File: src/rtl/dm_arb.sv
// dm_arb: two-master round-robin arbiter in front of the data memory.
// One access in flight at a time; alignment and funct3 legality checked here.
module dm_arb #(
    parameter int AW = 9
) (
    input  logic          clk,
    input  logic          rstn,
    input  logic          m0_req,
    input  logic          m0_we,
    input  logic [2:0]    m0_op,
    input  logic [AW-1:0] m0_addr,
    input  logic [31:0]   m0_wdata,
    input  logic          m1_req,
    input  logic          m1_we,
    input  logic [2:0]    m1_op,
    input  logic [AW-1:0] m1_addr,
    input  logic [31:0]   m1_wdata,
    output logic          m0_gnt,
    output logic          m0_err,
    output logic          m0_rvalid,
    output logic [31:0]   m0_rdata,
    output logic          m1_gnt,
    output logic          m1_err,
    output logic          m1_rvalid,
    output logic [31:0]   m1_rdata,
    output logic          dm_read,
    output logic          dm_write,
    output logic [2:0]    dmop,
    output logic [AW-1:0] dm_addr,
    output logic [31:0]   dm_din,
    input  logic [31:0]   dm_dout
);

    typedef enum logic [1:0] {IDLE, ISSUE, WAIT, RESP} state_t;

    state_t state;
    logic   last;
    logic   sel;
    logic   lat_ld;

    logic          win;
    logic          w_we;
    logic [2:0]    w_op;
    logic [AW-1:0] w_addr;
    logic [31:0]   w_wdata;
    logic          op_ok;
    logic          al_ok;
    logic          ok;

    // Only m1 asking, or both asking with m0 granted last, selects m1.
    always_comb begin
        win     = m1_req & (~m0_req | ~last);
        w_we    = win ? m1_we    : m0_we;
        w_op    = win ? m1_op    : m0_op;
        w_addr  = win ? m1_addr  : m0_addr;
        w_wdata = win ? m1_wdata : m0_wdata;
        if (w_we)
            op_ok = (w_op == 3'b000) | (w_op == 3'b001) | (w_op == 3'b010);
        else
            op_ok = (w_op == 3'b000) | (w_op == 3'b001) | (w_op == 3'b010)
                  | (w_op == 3'b100) | (w_op == 3'b101);
        al_ok = 1'b1;
        if (w_op[1:0] == 2'b01 && w_addr[0])
            al_ok = 1'b0;
        if (w_op == 3'b010 && w_addr[1:0] != 2'b00)
            al_ok = 1'b0;
        ok = op_ok & al_ok;
    end

    always_ff @(posedge clk or negedge rstn) begin
        if (!rstn) begin
            state     <= IDLE;
            last      <= 1'b1;
            sel       <= 1'b0;
            lat_ld    <= 1'b0;
            m0_gnt    <= 1'b0;
            m1_gnt    <= 1'b0;
            m0_err    <= 1'b0;
            m1_err    <= 1'b0;
            m0_rvalid <= 1'b0;
            m1_rvalid <= 1'b0;
            m0_rdata  <= '0;
            m1_rdata  <= '0;
            dm_read   <= 1'b0;
            dm_write  <= 1'b0;
            dmop      <= '0;
            dm_addr   <= '0;
            dm_din    <= '0;
        end else begin
            m0_gnt    <= 1'b0;
            m1_gnt    <= 1'b0;
            m0_err    <= 1'b0;
            m1_err    <= 1'b0;
            m0_rvalid <= 1'b0;
            m1_rvalid <= 1'b0;
            dm_read   <= 1'b0;
            dm_write  <= 1'b0;
            unique case (state)
                IDLE: begin
                    if (m0_req | m1_req) begin
                        sel      <= win;
                        last     <= win;
                        lat_ld   <= ok & ~w_we;
                        dmop     <= w_op;
                        dm_addr  <= w_addr;
                        dm_din   <= w_wdata;
                        m0_gnt   <= ~win;
                        m1_gnt   <= win;
                        m0_err   <= ~win & ~ok;
                        m1_err   <= win & ~ok;
                        dm_read  <= ok & ~w_we;
                        dm_write <= ok & w_we;
                        state    <= ISSUE;
                    end
                end
                ISSUE: begin
                    state <= lat_ld ? WAIT : IDLE;
                end
                WAIT: begin
                    if (sel) begin
                        m1_rdata  <= dm_dout;
                        m1_rvalid <= 1'b1;
                    end else begin
                        m0_rdata  <= dm_dout;
                        m0_rvalid <= 1'b1;
                    end
                    state <= RESP;
                end
                RESP: begin
                    state <= IDLE;
                end
                default: begin
                    state <= IDLE;
                end
            endcase
        end
    end

endmodule

File: config.mk
export PLATFORM = sky130hd
export DESIGN_NAME = dm_arb
export DESIGN_NICKNAME = d
export VERILOG_FILES = /design/src/rtl/dm_arb.sv
export SDC_FILE = /design/constraint.sdc
export NUM_CORES = 1
export LEC_CHECK = 0
export BUFFER_PORTS_ARGS = -buffer_cell sky130_fd_sc_hd__buf_2
export CAP_MARGIN = 10
export CORE_ASPECT_RATIO = 2
export CORE_MARGIN = 2
export CORE_UTILIZATION = 50
export CTS_BUF_LIST = sky130_fd_sc_hd__clkbuf_4
export CTS_CLUSTER_SIZE = 12
export DETAILED_ROUTE_END_ITERATION = 10
export GPL_TIMING_DRIVEN = 0
export PLACE_DENSITY = 0.95
export SETUP_SLACK_MARGIN = 0.4
export SLEW_MARGIN = 20
export SYNTH_ARGS = -nofsm -noshare
export SYNTH_HDL_FRONTEND = slang
export SYNTH_SLANG_ARGS = --single-unit
export TNS_END_PERCENT = 1
File: constraint.sdc
create_clock -name clk -period 5.2 [get_ports clk]
set_clock_uncertainty 0.2 [all_clocks]
set_input_delay 0.26 -clock clk [delete_from_list [all_inputs] [get_ports clk]]
set_output_delay 0.26 -clock clk [all_outputs]
set_load 0.005 [all_outputs]
==> flow_summary_export.csv <==
group,metric,value,unit
cts,clock_latency,0.54,ns
drt,num_vias,5305,
yosys,synth_edf_count,0,
placement,post-place-cells,756,
yosys,muxShareOfSynthArea,0.0839,
worst_hold_path,worst_hold_path_type,"primary input to asynchronous set/reset pin",
yosys,seq_area_frac_synth,0.635,
cts,clockBufferDepth,2,
placement,io_buffer_count,241,
cts,cts_htree_levels,4,
yosys,synth_top_family_by_area,"compound AO/OA/AOI/OAI gates",
power,power,4.13,mW
drt,drt-pass1-iter-count,11,
yosys,synthSimpleGateAreaFrac,0.101,
setup_path,crit_type,"flop to flop",
yosys,synth_adder_area_share,0,
timing,setup_viol,0,
yosys,synth_area_leaders,"dfrtp_1 (63%), a222oi_1 (8.2%), nand2_1 (8.1%)",
yosys,avgSynthCellArea,11.6,um^2
global_route,grt_max_degree,63,
timing,timing.slew.headroom,0.443,
drt,wl,19.2,mm
yosys,netlist_area,4770,um^2
drt,vias_per_cell,5.77,
yosys,yosys_warnings,0,
drt,drtIter0Drc,710,
drt,drc_errors,2,
cells_and_area,num-nets-final,927,
yosys,synthCells,410,
power,p_per_area,536,nW/um^2
die,ios,242,
status,violations,"design-rule violations",
die,die_y,142,um
yosys,synth_top_area_share,0.629,
yosys,ys.flop_type,"dfrtp_1",
setup_path,worstPathRequired,5.44,ns
cells_and_area,final_area,7710,um^2
setup_path,startpoint_type,"flop",
cts,clock-sinks,121,
die,row_count,50,
power,vdd_drop_max,0.321,mV
global_route,antenna_found_initial,1,
placement,hpwlAfterDp,10.6,mm
yosys,synth_seq_cells,121,
timing,hold_slack,0.0515,ns
timing,worst_pin_slew,0.830,ns
status,status,"complete, but fails checks",
setup_path,critical_path.max_fanout,10,
drt,wl_per_cell,20.9,um
die,dieArea,10400,um^2
cells_and_area,final_cells,920,
yosys,synthArstFlopShare,1.00,
cts,cts_tree,"built",
global_route,grt_use_total,0.380,
placement,place_congestion,0.819,
timing,drv_slew,0,
die,initial_utilization,0.512,
timing,fin_crit,2.70,ns
drt,ant_nets,0,
global_route,grt_pass1_wl,29.3,mm
cts,clk_pin_slew,0.13,ns
global_route,gr-total-overflow,0,
yosys,synth_cell_types,34,
cells_and_area,area_delta_synth_final,61.5,%
power,leakage,4.15,nW
global_route,grt_pass1_vias,5832,
setup_path,endpoint_kind,"flop",
run,maxCapViolations,0,
cells_and_area,post_route_cells_drive_above_1_share,0.397,
placement,placed_cell_area,6140,um^2
yosys,synth_compound_area_frac,0.118,
cts,cts_root_buf,"clkbuf_4",
die,die_w,73.1,um
yosys,synthXorXnorAreaFrac,0,
cts,cts_resized,0,
yosys,syn_nets,536,
timing,finalCritPeriodShare,0.519,
cts,numCtsBuffers,17,
timing,fin_tns_setup,0,ns
timing,hold_violations,0,
timing,rsz0062_at_grt,"false",
timing,clock.fmax,0.370,GHz
yosys,yosys.area.top_type,"dfrtp_1",
die,core,9320,um^2
setup_path,cp.arrival,2.94,ns
[metrics by stage]
stage               utilization  setup slack [ns]
global route              0.827              2.26
floorplan                     -              3.51
finish                    0.827              2.50
global placement          0.655              2.39
detailed placement        0.659              3.26
CTS                       0.826              2.72
[final timing paths]
path	startpoint	endpoint	slack (ns)	cells after the start
max in group asynchronous	rstn	m1_rdata[12]$_DFFE_PN0P_	4.05	3
worst min-delay path	rstn	dm_din[2]$_DFFE_PN0P_	0.05	2
worst min register to register	m1_rdata[6]$_DFFE_PN0P_	m1_rdata[6]$_DFFE_PN0P_	0.29	2
min in group clk	m0_op[2]	lat_ld$_DFFE_PN0P_	0.15	5
worst max register to register	flop	dm_din[9]$_DFFE_PN0P_	2.50	6
worst max-delay path	flop	dm_din[9]$_DFFE_PN0P_	2.50	6
[synthesized netlist by cell type, drive strengths merged, types with 2 or more instances]
master and instances:
inv 43, a21o 3, clkbuf 11, nor3 2
a21oi 3, o211ai 2, nand2b 2, buf 14
nor4 2, o21ai 9, mux2 32, a222oi 39
dfrtp 120, a21boi 2, mux2i 4, nand2 103
nor2 6
[report_power, final]
| group | total [mW] | switching, mW | internal [mW] |
|---|---|---|---|
| clock | 0.639 | 0.432 | 0.207 |
| sequential | 1.67 | 0.284 | 1.39 |
| combinational | 1.82 | 0.871 | 0.947 |
[layer usage]
| metal | track usage | routed length [um] |
|---|---|---|
| met2 | 0.641 | 10100 |
| met5 | 0 | 0 |
| met4 | 0.280 | 1520 |
| met3 | 0.112 | 1600 |
| met1 | 0.380 | 6030 |
[sequential cells by signal, indices dropped and copies added, names as in the netlist, 3 cells and up, named ones only]
signal and count:
dm_addr 9, dm_din 32, dmop 3, m0_rdata 32, m1_rdata 32
[repair_timing]
item	CTS	global route
setup endpoints to repair	0	0
hold buffers	130	0
setup buffers	0	0
hold endpoints to repair	235	0
[layout make-up]
type,instances,area [um^2]
Sequential cell,121,3030
Timing Repair Buffer,372,2540
Fill cell,445,1610
Multi-Input combinational cell,221,1450
Inverter,43,161
Buffer,25,136
Clock inverter,15,133
Tap cell,104,130
Clock buffer,17,128
Antenna cell,2,5.00
[cells in the final DEF (no fill, tap or decap), drive strengths merged]
master | synthesis | layout
clkinv | 0 | 3
o21ai | 9 | 9
inv | 43 | 52
a211o | 1 | 1
nor3 | 2 | 2
nand2b | 2 | 2
nor4 | 2 | 2
and2 | 1 | 1
mux2i | 4 | 4
a21boi | 2 | 2
nor2b | 1 | 1
buf | 14 | 256
a21o | 3 | 3
a21oi | 3 | 3
mux2 | 32 | 32
clkbuf | 11 | 28
dlygate4sd3 | 0 | 130
dfrtp | 120 | 120
dfstp | 1 | 1
o21a | 1 | 1
nand3b | 1 | 1
o221ai | 1 | 1
a222oi | 39 | 39
o31a | 1 | 1
and3 | 1 | 1
o211ai | 2 | 2
clkinvlp | 0 | 3
diode | 0 | 2
a211oi | 1 | 1
nand2 | 103 | 103
o31ai | 1 | 1
nor3b | 1 | 1
nor2 | 6 | 6
a221oi | 1 | 1
[kinds of logic after synthesis]
| family | after synthesis |
|---|---|
| flip-flops | 121 |
| buffers and inverters | 68 |
| AO/OA/AOI/OAI | 65 |
| AND/OR/NAND/NOR | 120 |
| multiplexers | 36 |
[critical path, stage by stage (launching register included)]
cell,delay (ns)
dfrtp_1,0.44
nor2_1,0.20
o21ai_1,0.33
clkbuf_1,0.36
a222oi_1,0.41
dlygate4sd3_1,0.61
inv_1,0.05
Power figures use the tool's default switching activity.
